--- src/rtl/pipe_stage_reg.sv ---
// Pipeline stage register with valid/ready handshake, flush-to-bubble and a saturating squash counter.
// Define PIPE_SKID_EN to add a skid entry so that in_ready comes straight from a flop.
module pipe_stage_reg #(
  parameter int unsigned        DATA_W      = 96,
  parameter int unsigned        CTRL_W      = 16,
  parameter logic [CTRL_W-1:0]  CTRL_BUBBLE = {CTRL_W{1'b0}},
  parameter int unsigned        KILL_W      = 8
) (
  input  logic              clk,
  input  logic              reset,
  input  logic              flush,
  input  logic              in_valid,
  output logic              in_ready,
  input  logic [CTRL_W-1:0] in_ctrl,
  input  logic [DATA_W-1:0] in_data,
  output logic              out_valid,
  input  logic              out_ready,
  output logic [CTRL_W-1:0] out_ctrl,
  output logic [DATA_W-1:0] out_data,
  output logic [KILL_W-1:0] kill_cnt
);

  function automatic logic [KILL_W-1:0] sat_add(input logic [KILL_W-1:0] cnt,
                                                input logic [1:0]        inc);
    logic [KILL_W:0] sum;
    sum = {1'b0, cnt} + {{(KILL_W-1){1'b0}}, inc};
    if (sum[KILL_W]) begin
      return {KILL_W{1'b1}};
    end else begin
      return sum[KILL_W-1:0];
    end
  endfunction

  logic              main_valid_q, main_valid_d;
  logic [CTRL_W-1:0] main_ctrl_q,  main_ctrl_d;
  logic [DATA_W-1:0] main_data_q,  main_data_d;
  logic [KILL_W-1:0] kill_cnt_q,   kill_cnt_d;
  logic              skid_valid_q, skid_valid_d;
  logic [CTRL_W-1:0] skid_ctrl_q,  skid_ctrl_d;
  logic [DATA_W-1:0] skid_data_q,  skid_data_d;
  logic              main_free_s;
  logic              xfer_in_s;
  logic              xfer_out_s;
  logic [1:0]        killed_s;

  assign main_free_s = ~main_valid_q | out_ready;
  assign xfer_in_s   = in_valid & in_ready & ~flush;
  assign xfer_out_s  = main_valid_q & out_ready;

`ifdef PIPE_SKID_EN
  assign in_ready = ~skid_valid_q;
`else
  assign in_ready = main_free_s;
`endif

  // Next-state for main/skid entries and the squash counter.
  always_comb begin
    main_valid_d = main_valid_q;
    main_ctrl_d  = main_ctrl_q;
    main_data_d  = main_data_q;
    skid_valid_d = skid_valid_q;
    skid_ctrl_d  = skid_ctrl_q;
    skid_data_d  = skid_data_q;
    kill_cnt_d   = kill_cnt_q;
    killed_s     = 2'd0;
    if (flush) begin
      // An entry consumed downstream in the flush cycle is not a kill.
      killed_s     = {1'b0, main_valid_q & ~out_ready} + {1'b0, skid_valid_q};
      kill_cnt_d   = sat_add(kill_cnt_q, killed_s);
      main_valid_d = 1'b0;
      skid_valid_d = 1'b0;
    end else begin
`ifdef PIPE_SKID_EN
      if (skid_valid_q) begin
        if (out_ready) begin
          main_ctrl_d  = skid_ctrl_q;
          main_data_d  = skid_data_q;
          skid_valid_d = 1'b0;
        end else begin
          skid_valid_d = 1'b1;
        end
      end else if (xfer_in_s) begin
        if (main_free_s) begin
          main_valid_d = 1'b1;
          main_ctrl_d  = in_ctrl;
          main_data_d  = in_data;
        end else begin
          skid_valid_d = 1'b1;
          skid_ctrl_d  = in_ctrl;
          skid_data_d  = in_data;
        end
      end else if (xfer_out_s) begin
        main_valid_d = 1'b0;
      end else begin
        main_valid_d = main_valid_q;
      end
`else
      if (xfer_in_s) begin
        main_valid_d = 1'b1;
        main_ctrl_d  = in_ctrl;
        main_data_d  = in_data;
      end else if (xfer_out_s) begin
        main_valid_d = 1'b0;
      end else begin
        main_valid_d = main_valid_q;
      end
`endif
    end
  end

  // State registers, cleared asynchronously by reset.
  always_ff @(posedge clk or posedge reset) begin
    if (reset) begin
      main_valid_q <= 1'b0;
      main_ctrl_q  <= CTRL_BUBBLE;
      main_data_q  <= {DATA_W{1'b0}};
      skid_valid_q <= 1'b0;
      skid_ctrl_q  <= CTRL_BUBBLE;
      skid_data_q  <= {DATA_W{1'b0}};
      kill_cnt_q   <= {KILL_W{1'b0}};
    end else begin
      main_valid_q <= main_valid_d;
      main_ctrl_q  <= main_ctrl_d;
      main_data_q  <= main_data_d;
      skid_valid_q <= skid_valid_d;
      skid_ctrl_q  <= skid_ctrl_d;
      skid_data_q  <= skid_data_d;
      kill_cnt_q   <= kill_cnt_d;
    end
  end

  // Bubble forced from valid so a stale payload never reaches the next stage.
  assign out_valid = main_valid_q;
  assign out_ctrl  = main_valid_q ? main_ctrl_q : CTRL_BUBBLE;
  assign out_data  = main_valid_q ? main_data_q : {DATA_W{1'b0}};
  assign kill_cnt  = kill_cnt_q;

endmodule

--- config.mk ---
export PLATFORM = sky130hd
export DESIGN_NAME = pipe_stage_reg
export DESIGN_NICKNAME = d
export VERILOG_FILES = /design/src/rtl/pipe_stage_reg.sv
export SDC_FILE = /design/constraint.sdc
export NUM_CORES = 1
export LEC_CHECK = 0
export CORE_MARGIN = 2
export CORE_UTILIZATION = 42
export DETAILED_ROUTE_END_ITERATION = 16
export PLACE_DENSITY_LB_ADDON = 0.08
export SYNTH_ARGS = -nofsm -noshare
export SYNTH_HDL_FRONTEND = slang
export SYNTH_SLANG_ARGS = --single-unit
--- constraint.sdc ---
create_clock -name clk -period 4.3 [get_ports clk]
set_input_delay 0.43 -clock clk [delete_from_list [all_inputs] [get_ports clk]]
set_output_delay 0.43 -clock clk [all_outputs]
set_load 0.05 [all_outputs]
==> summary.txt <==
Pwr
  • Sw frac: 30.3%
  • Internal power: 2.58 mW
  • Flop pwr share: 39.1%
  • Power Total: 3.71 mW
  • PD cells: 441 mW/mm^2
  • Comb pwr share: 26.8%
  • Clock power frac: 34.1%
  • Peak supply drop: 0.269 mV
  • Net switching power figure: 1.12 mW
  • Leak Pwr: 3.47 nW

STA
  • Setup TNS: 0 ps
  • Hold Vio Cnt, Final: 0
  • Clock skew: 4.43 ps
  • Achievable frequency: 302 MHz
  • Part of the cycle the worst path needs: 76.9%
  • Slew Viols, Final: 0
  • Final setup vio count: 0
  • Crit path time final: 3310 ps
  • Setup repair after global routing missed its margin: no
  • Slew @ Worst Pin: 1160 ps
  • Slew margin rel.: 22.9%

Placed design
  • Dpl hpwl: 9110 um
  • Placed insts: 798
  • GPL Wtd Cong: 0.780
  • I/O Buffers: 238

Setup path
  • Critical path class: flip-flop to primary output
  • Cells on worst reg2reg path: 6
  • Critical Path Start Type: flip-flop
  • Setup crit start: out_valid
  • Crit end category: primary output
  • Worst Path Required: 3870 ps
  • R2r startpoint: out_valid
  • CP Max Fanout: 84
  • Arr. time, crit path: 2880 ps

Global routing
  • Initial antenna violation count: 0
  • GR Layer Usage met3: 7.78%
  • Global-route wire length before repair: 21200 um
  • Met1 usage: 23.2%
  • Overall Global Routing Usage: 19.5%
  • Vias in the first global route: 4035
  • Congestion Overflow GR: 0
  • Gr busiest metal: met2
  • Met2 Use GR: 31.6%
  • Largest net degree at the start of global routing: 85

Floorplan
  • Initial Utilization: 43.0%
  • Boundary Pins: 239
  • Die height: 117 um
  • Num rows: 41
  • Die area: 0.0138 sq mm
  • DIE WIDTH: 117 um
  • Core ar.: 0.0126 sq mm

Logic synthesis
  • Syn Area/Cell: 13.2 sq um
  • Net count after synthesis: 527
  • Synth area leaders: dfrtp_1, mux2_1, and2_1, mux2_2, buf_6
  • Post-synth EDFFs: 0
  • Top FF cell, synth: dfrtp_1
  • Sequential-to-total area share from yosys stat: 56.1%
  • Top-area cell type share of the netlist area: 56.1%
  • Yosys reg bits: 121
  • Yosys warning total: 0
  • Dominant cell type by area after synthesis: dfrtp_1
  • Syn Inst Count: 408
  • Async set-or-reset flop fraction in the synthesized netlist: 100%
  • Cell Area, Synth: 0.00540 sq mm
  • Cell variety after synth: 26

CTS
  • Setup repair bufs after CTS: 0
  • Worst-path clk slew: 50 ps
  • CTS tree: done
  • Clock sink count: 121
  • Hold_buf cts: 0
  • Post-cts sizing count: 0
  • Clk_lat worst skew: 400 ps
  • CTS Buf Count: 17
  • Maximum clock path buffer count: 2
  • H-tree Lvls: 4
  • CTS Root Cell: clkbuf_16

Min path
  • Hold path depth: 1
  • HP Start: main_data_q[64]
  • Min-Delay Path Class: flip-flop to flip-flop

Cells and area
  • Antenna Cells: 0
  • P&R area growth vs syn: 55.7%
  • Commonest non-fill, non-tap cell in the layout: clkdlybuf4s50_1
  • Post-route insts no fill: 826
  • Total Nets Final: 764
  • Most frequent cells in the layout: clkdlybuf4s50_1, dfrtp_1, and2_1, mux2_1, mux2_2
  • Layout cells sized above 1: 10.6%

Run status
  • Status: finished, final reports clean

Routing
  • Drt first-iter violations: 108
  • Via count: 3901
  • DR pass1 iterations: 4
  • DRC: 0
  • Wire per inst: 15.6 um
  • Final wirelength: 12900 um
  • Vias per std cell: 4.72
  • Final ANT Viol Nets: 0

Run
  • Max_cap viols: 0
-- final cells by class --
cell class | count | area [sq um]
clock buffers | 25 | 515
clock inverters | 3 | 15.0
fillers | 996 | 4160
inverters | 2 | 10.0
multi-input cells | 260 | 2200
flip-flops and latches | 121 | 3030
well taps | 172 | 215
repair buffers | 243 | 2420
-- power groups by stage --
| stage | clock (mW) | sequential (mW) | combinational, mW |
|---|---|---|---|
| floorplan | 0 | 1.49 | 0.596 |
| global placement | 0 | 1.46 | 0.985 |
| detailed placement | 0 | 1.47 | 1.00 |
| CTS | 1.30 | 1.45 | 1.01 |
| global route | 1.36 | 1.48 | 1.05 |
| finish | 1.26 | 1.45 | 0.993 |
-- final timing paths --
path,endpoint,slack (ps)
worst max-delay path,out_ctrl[1],990
worst min-delay path,main_data_q[64],470
worst max register to register,kill_cnt[3],1620
worst min register to register,main_data_q[64],470
max in group asynchronous,main_data_q[56],2770
min in group asynchronous,main_data_q[25],550
-- state kept, by name, indices dropped and copies added (netlist names) --
signal       count
kill_cnt         8
main_ctrl_q     16
out_valid        1
main_data_q     96
-- cell families (layout without fill, tap and decap cells) --
kind of cell,after synthesis,after routing,synth area share [%]
muxes,115,115,23.9
DFF,121,121,56.1
buffers and inverters,27,273,3.22
and+or+nand+nor,136,136,15.4
adders and majority gates,2,2,0.463
xor gates and xnor gates,1,1,0.162
AOI/OAI and AO/OA,6,6,0.695
-- through the flow --
step	instance area (sq um)	utilization [%]	worst slack [ps]	hold slack (ps)
after floorplan	5400	-	656	449
after global placement	7880	62.7	1380	458
after detailed placement	7880	62.7	1310	467
after CTS	8410	66.9	872	478
after global routing	8410	66.9	729	494
final	8410	66.9	994	473
-- synth_stat cells (all sizes together), types with 2 or more instances --
cell type	n
dfrtp	121
mux2	113
and2	112
buf	13
clkbuf	12
nand2	7
nand3	5
nor2	3
ha	2
inv	2
mux2i	2
nand4	2
nor3	2
o21ai	2
-- worst max-delay path: stages (launching register included) --
cell and delay, ps:
dfrtp_2 1100, buf_4 390, and2_1 170, clkdlybuf4s50_1 800
-- layer usage --
metal  vias to the layer above  part of all wire (%)
met5                         -                     0
met4                         0                   2.0
met3                        20                   8.8
met2                       151                    47
met1                      1893                    42
li1                       1837                     -
No activity file was read; power rests on OpenSTA's default activity.
